--- config.mk ---
export PLATFORM = sky130hd
export DESIGN_NAME = ps2_host_transmitter
export DESIGN_NICKNAME = d
export VERILOG_FILES = /design/src/rtl/ps2_host_transmitter.sv
export SDC_FILE = /design/constraint.sdc
export NUM_CORES = 1
export LEC_CHECK = 0
export ABC_CLOCK_PERIOD_IN_PS = 1700
export BUFFER_PORTS_ARGS = -buffer_cell sky130_fd_sc_hd__buf_2
export CAP_MARGIN = 20
export CORE_UTILIZATION = 53
export CTS_BUF_LIST = sky130_fd_sc_hd__clkbuf_4 sky130_fd_sc_hd__clkbuf_8
export DETAILED_ROUTE_END_ITERATION = 16
export GPL_TIMING_DRIVEN = 0
export HOLD_SLACK_MARGIN = 0.08
export PLACE_DENSITY = 0.84
export SETUP_SLACK_MARGIN = 0.1
export SLEW_MARGIN = 20
export SYNTH_ARGS = -nofsm -noshare
export SYNTH_HDL_FRONTEND = slang
export SYNTH_SLANG_ARGS = --single-unit
export TNS_END_PERCENT = 5
--- constraint.sdc ---
create_clock -name clk -period 1.7 [get_ports clk]
set_input_delay 0.085 -clock clk [delete_from_list [all_inputs] [get_ports clk]]
set_output_delay 0.085 -clock clk [all_outputs]
set_load 0.05 [all_outputs]
--- src/rtl/ps2_host_transmitter.sv ---
`default_nettype none
// ============================================================================
// ps2_host_transmitter: PS/2 host-to-device command sender (RTS, frame, ACK).
// Revision: 1.0
// ============================================================================
module ps2_host_transmitter #(
  parameter int CLOCK_FREQUENCY = 100000000,
  parameter int INHIBIT_US      = 100,
  parameter int TIMEOUT_US      = 20000
) (
  input  logic       clk,
  input  logic       rst,
  input  logic       start,
  input  logic [7:0] data,
  input  logic       ps2Clk,
  input  logic       ps2Data,
  output logic       ps2ClkDriveLow,
  output logic       ps2DataDriveLow,
  output logic       busy,
  output logic       done,
  output logic       error
);

  localparam int c_INHIBIT_CYC = CLOCK_FREQUENCY / 1000000 * INHIBIT_US;
  localparam int c_TIMEOUT_CYC = CLOCK_FREQUENCY / 1000000 * TIMEOUT_US;
  localparam int c_INH_W       = $clog2(c_INHIBIT_CYC) + 1;
  localparam int c_TO_W        = $clog2(c_TIMEOUT_CYC) + 1;
  localparam int c_BIT_W       = $clog2(10) + 1;

  localparam logic [c_INH_W-1:0] c_INH_LAST = c_INH_W'(c_INHIBIT_CYC - 1);
  localparam logic [c_TO_W-1:0]  c_TO_LAST  = c_TO_W'(c_TIMEOUT_CYC - 1);
  localparam logic [c_BIT_W-1:0] c_BIT_LAST = c_BIT_W'(9);

  typedef enum logic [2:0] {
    S_IDLE      = 3'd0,
    S_INHIBIT   = 3'd1,
    S_REQUEST   = 3'd2,
    S_SHIFT     = 3'd3,
    S_ACK       = 3'd4,
    S_WAIT_IDLE = 3'd5
  } state_t;

  state_t              r_state;
  logic [10:0]         r_shift;
  logic [c_INH_W-1:0]  r_inh_cnt;
  logic [c_TO_W-1:0]   r_to_cnt;
  logic [c_BIT_W-1:0]  r_bit_cnt;
  logic                r_ack_ok;
  logic                r_clk_low;
  logic                r_data_low;
  logic                r_busy;
  logic                r_done;
  logic                r_error;

  logic                r_clk_meta;
  logic                r_clk_sync;
  logic                r_clk_prev;
  logic                r_data_meta;
  logic                r_data_sync;

  logic                w_fe;
  logic                w_to_active;
  logic                w_timeout;

  // Synchronizers reset to the idle (released, high) line level so no edge is seen after reset.
  always_ff @(posedge clk or negedge rst) begin
    if (!rst) begin
      r_clk_meta  <= 1'b1;
      r_clk_sync  <= 1'b1;
      r_clk_prev  <= 1'b1;
      r_data_meta <= 1'b1;
      r_data_sync <= 1'b1;
    end else begin
      r_clk_meta  <= ps2Clk;
      r_clk_sync  <= r_clk_meta;
      r_clk_prev  <= r_clk_sync;
      r_data_meta <= ps2Data;
      r_data_sync <= r_data_meta;
    end
  end

  assign w_fe        = r_clk_prev & ~r_clk_sync;
  assign w_to_active = (r_state == S_SHIFT) || (r_state == S_ACK) || (r_state == S_WAIT_IDLE);
  assign w_timeout   = w_to_active && (r_to_cnt == c_TO_LAST);

  always_ff @(posedge clk or negedge rst) begin
    if (!rst) begin
      r_state    <= S_IDLE;
      r_shift    <= '0;
      r_inh_cnt  <= '0;
      r_to_cnt   <= '0;
      r_bit_cnt  <= '0;
      r_ack_ok   <= 1'b0;
      r_clk_low  <= 1'b0;
      r_data_low <= 1'b0;
      r_busy     <= 1'b0;
      r_done     <= 1'b0;
      r_error    <= 1'b0;
    end else begin
      r_done  <= 1'b0;
      r_error <= 1'b0;

      if (w_to_active && !w_timeout) begin
        r_to_cnt <= r_to_cnt + c_TO_W'(1);
      end

      if (w_timeout) begin
        r_clk_low  <= 1'b0;
        r_data_low <= 1'b0;
        r_error    <= 1'b1;
        r_busy     <= 1'b0;
        r_state    <= S_IDLE;
      end else begin
        case (r_state)
          S_IDLE: begin
            if (start) begin
              // Frame is shifted out LSB first: start, data[0..7], odd parity, stop.
              r_shift   <= {1'b1, ~^data, data, 1'b0};
              r_inh_cnt <= '0;
              r_clk_low <= 1'b1;
              r_busy    <= 1'b1;
              r_state   <= S_INHIBIT;
            end
          end

          S_INHIBIT: begin
            if (r_inh_cnt == c_INH_LAST) begin
              r_clk_low  <= 1'b0;
              r_data_low <= ~r_shift[0];
              r_state    <= S_REQUEST;
            end else begin
              r_inh_cnt <= r_inh_cnt + c_INH_W'(1);
            end
          end

          S_REQUEST: begin
            r_to_cnt  <= '0;
            r_bit_cnt <= '0;
            r_state   <= S_SHIFT;
          end

          S_SHIFT: begin
            if (w_fe) begin
              r_shift    <= {1'b0, r_shift[10:1]};
              r_data_low <= ~r_shift[1];
              r_bit_cnt  <= r_bit_cnt + c_BIT_W'(1);
              if (r_bit_cnt == c_BIT_LAST) begin
                r_state <= S_ACK;
              end
            end
          end

          S_ACK: begin
            if (w_fe) begin
              r_ack_ok <= ~r_data_sync;
              r_state  <= S_WAIT_IDLE;
            end
          end

          S_WAIT_IDLE: begin
            if (r_clk_sync && r_data_sync) begin
              r_done  <= r_ack_ok;
              r_error <= ~r_ack_ok;
              r_busy  <= 1'b0;
              r_state <= S_IDLE;
            end
          end

          default: begin
            r_clk_low  <= 1'b0;
            r_data_low <= 1'b0;
            r_busy     <= 1'b0;
            r_state    <= S_IDLE;
          end
        endcase
      end
    end
  end

  assign ps2ClkDriveLow  = r_clk_low;
  assign ps2DataDriveLow = r_data_low;
  assign busy            = r_busy;
  assign done            = r_done;
  assign error           = r_error;

endmodule
`default_nettype wire
==> results.md <==
* Antenna violations before repair at 0
* Startpoint types: flip-flop
* Pwr dens at around 1400 mW/mm2
* Simple-Gate Fraction of Synth Area at 0.257
* Post-Synth Adder-Cell Area at 0.0142
* Root Buffer: clkbuf_8
* R2R depth at 7
* Peak VDD IR at around 0.83 mV
* Core area at 0.00639 mm2
* DRC at 0
* Initial Util at 0.552
* Critical Path RT at 1.94 ns
* Post-synthesis sequential area ratio at 0.477
* Cell Area, Synth at 0.00353 mm2
* Status: finished with violations
* Clock Sink Count at 67
* Num rows at 29
* Seq pwr share at 0.352
* Tot Pwr at 6.21 mW
* Die W at 83.6 um
* Max-cap violations at 0
* Worst setup EP type: flip-flop
* Count of flip-flops with a built-in enable after synthesis at 0
* Final Hold Vio Count at 0
* GR Overflow Total at 0
* Yosys cell types at 57
* Post-Synthesis Cells at approximately 380
* CP max FO at 5
* First-pass GRT wire length at 15100 um
* Gpl congestion at slightly above 0.9
* Peak Freq at between 500 and 600 MHz
* Total Nets Final at between 400 and 500
* Mux share of post-synthesis cell area at 0.0149
* P_leak at 1.96 nW
* Syn-to-layout area delta at 28.5%
* Most frequent cells in the layout: dfrtp_1, nand2_1, nor2_1
* Die ar. at 0.00698 mm2
* Slew margin rel. at 0.684
* CTS Buf Count at 9
* Number of global-route vias before repair at 3286
* R2r startpoint: r_inh_cnt[7]
* Final Worst Setup Slack at -0.176 ns
* FILL cells at roughly 420
* Synth warnings at 0
* Comb pwr share at 0.422
* Synth Area in Compound Gates at 0.147
* Main synth FF type: dfrtp_1
* Pin count of the biggest net entering global routing at 35
* CTS tree: built
* Psw at 2.42 mW
* Asr flop ratio synth at 1.00
* Largest family of logic cells by synthesized area: simple AND/OR/NAND/NOR gates
* Failing checks: negative setup slack
* Worst Skew at 0.0102 ns
* Hold Path Class: input port to asynchronous set/reset pin
* Final setup fails at slightly above 40
* Final slew viol count at 0
* N_diodes at 0
* Multi-input gate area at around 0.0019 mm2
* DR WL/cell at 17.3 um
* Period minus WS final at 1.88 ns
* Share of cells above drive strength 1 at 0.274
* Setup crit start: r_inh_cnt[7]
* Clock power share at 0.226
* Die H at between 80 and 90 um
* I/O pin count at 18
* H-tree depth at 3
* Dpl ws at -0.305 ns
* Final ANT Viol Nets at 0
* CP Data Arrival Time at 2.11 ns
* CTS max path bufs at 2
* Switch share at 0.389
* Worst-margin pin slew at 0.470 ns
* Critical Setup Path Class: flip-flop to flip-flop
* Post-synthesis xor/xnor area fraction at 0.0571
* Tcrit/Tclk final at 1.10
* Latest clock arrival within the worst-skew pair at 0.35 ns
* Commonest non-fill, non-tap cell in the layout: dfrtp_1
* Vias per cell at 6.20
* Synth Area per Inst at 9.19 um2
* Pre-Repair DR Iteration Count at 6
* Synthesized Nets at 401
* Total number of vias at 3307
* Storage cell area at about 0.0017 mm2
* Initial DRC count at 275
* Int Power at 3.80 mW
* Clock Pin Slew Worst Setup and Hold Paths at approximately 0.070 ns
* Port Buffers at 17
* Unrepaired setup endpoints after global routing: yes
* Post-synthesis register bit count at 67
* GR Util All Layers at 0.272
* Drt total wl at 9230 um
* Dpl hpwl at 5370 um
==> synth_stat cells, types with 7 or more instances <==
cell / n / area (um2)
o21ai_0: 29 / 145
or3_1: 13 / 81.3
nand4_1: 13 / 81.3
inv_1: 7 / 26.3
xor2_1: 15 / 131
nand3_1: 15 / 75.1
clkbuf_1: 9 / 33.8
nand2_1: 46 / 173
nor2_1: 38 / 143
and3_1: 10 / 62.6
xnor2_1: 8 / 70.1
a21oi_1: 22 / 110
dfrtp_1: 62 / 1550
a31oi_1: 9 / 56.3
==> layout make-up <==
class,instances,area share
inverters,7,0.00580
flip-flops and latches,67,0.372
repair buffers,56,0.0969
multi-input cells,292,0.425
plain buffers,18,0.0337
clock buffers,14,0.0384
well taps,77,0.0213
clock inverters,2,0.00773
==> cell families after synthesis <==
kind of cell    count (synthesis)
fa+ha+maj                       4
simple gates                  174
mux                             5
compound gates                 86
buf+inv                        25
flops                          67
xor+xnor                       23
==> sequential cells by signal (all words and copies together) (netlist names) <==
signal,count
r_to_cnt,22
r_inh_cnt,15
r_shift,11
r_bit_cnt,5
r_state,3
busy,1
done,1
error,1
ps2ClkDriveLow,1
ps2DataDriveLow,1
r_ack_ok,1
r_clk_meta,1
r_clk_prev,1
r_clk_sync,1
r_data_meta,1
r_data_sync,1
==> per-stage QoR <==
step	hold WS, ns	area [um2]	util	instances	setup TNS, ns
2_1_floorplan	-0.211	3550	-	384	0
3_3_place_gp	0.189	3730	0.584	478	-7.61
3_5_place_dp	0.0547	3750	0.587	479	-9.45
4_1_cts	0.220	4420	0.693	527	-1.40
5_1_grt	0.256	4530	0.710	533	-7.89
6_report	0.219	4530	0.710	533	-3.32
==> worst paths after layout <==
path / end / slack, ns
worst max-delay path: r_inh_cnt[10] / -0.18
worst min-delay path: r_to_cnt[7] / 0.22
worst max register to register: r_inh_cnt[10] / -0.18
worst min register to register: r_clk_sync / 0.35
max in group asynchronous: r_clk_meta / 0.90
min in group clk: busy / 0.30
==> power by group through the flow <==
stage	Combinational, mW	Clock [mW]	Sequential [mW]
after floorplan	1.34	0	2.26
after global placement	1.87	0	2.17
after detailed placement	1.94	0	2.19
after CTS	2.37	1.41	2.17
after global routing	2.84	1.47	2.22
final	2.62	1.40	2.19
==> timing repair <==
action,CTS,global route
hold endpoints to repair,72,0
gates cloned,2,0
resized for setup,53,31
endpoints found under the setup margin,61,59
pin swaps,38,24
buffers inserted,19,6
hold buffers,11,0
==> worst max-delay path, stage by stage (launching register included) <==
cell,delay (ns)
dfrtp_1,0.43
nor4_1,0.35
nand4_1,0.28
buf_4,0.22
buf_4,0.13
nand4_1,0.12
xor2_1,0.17
nor2_1,0.07
==> routing by layer <==
layer	up-vias	part of all wire	GRT usage	routed length [um]
met2	158	0.50	0.449	4600
met3	46	0.057	0.0584	527
li1	1513	-	-	-
met1	1590	0.41	0.334	3790
met5	-	0	0	0
met4	0	0.034	0.142	311
No activity file was read; power rests on OpenSTA's default activity.
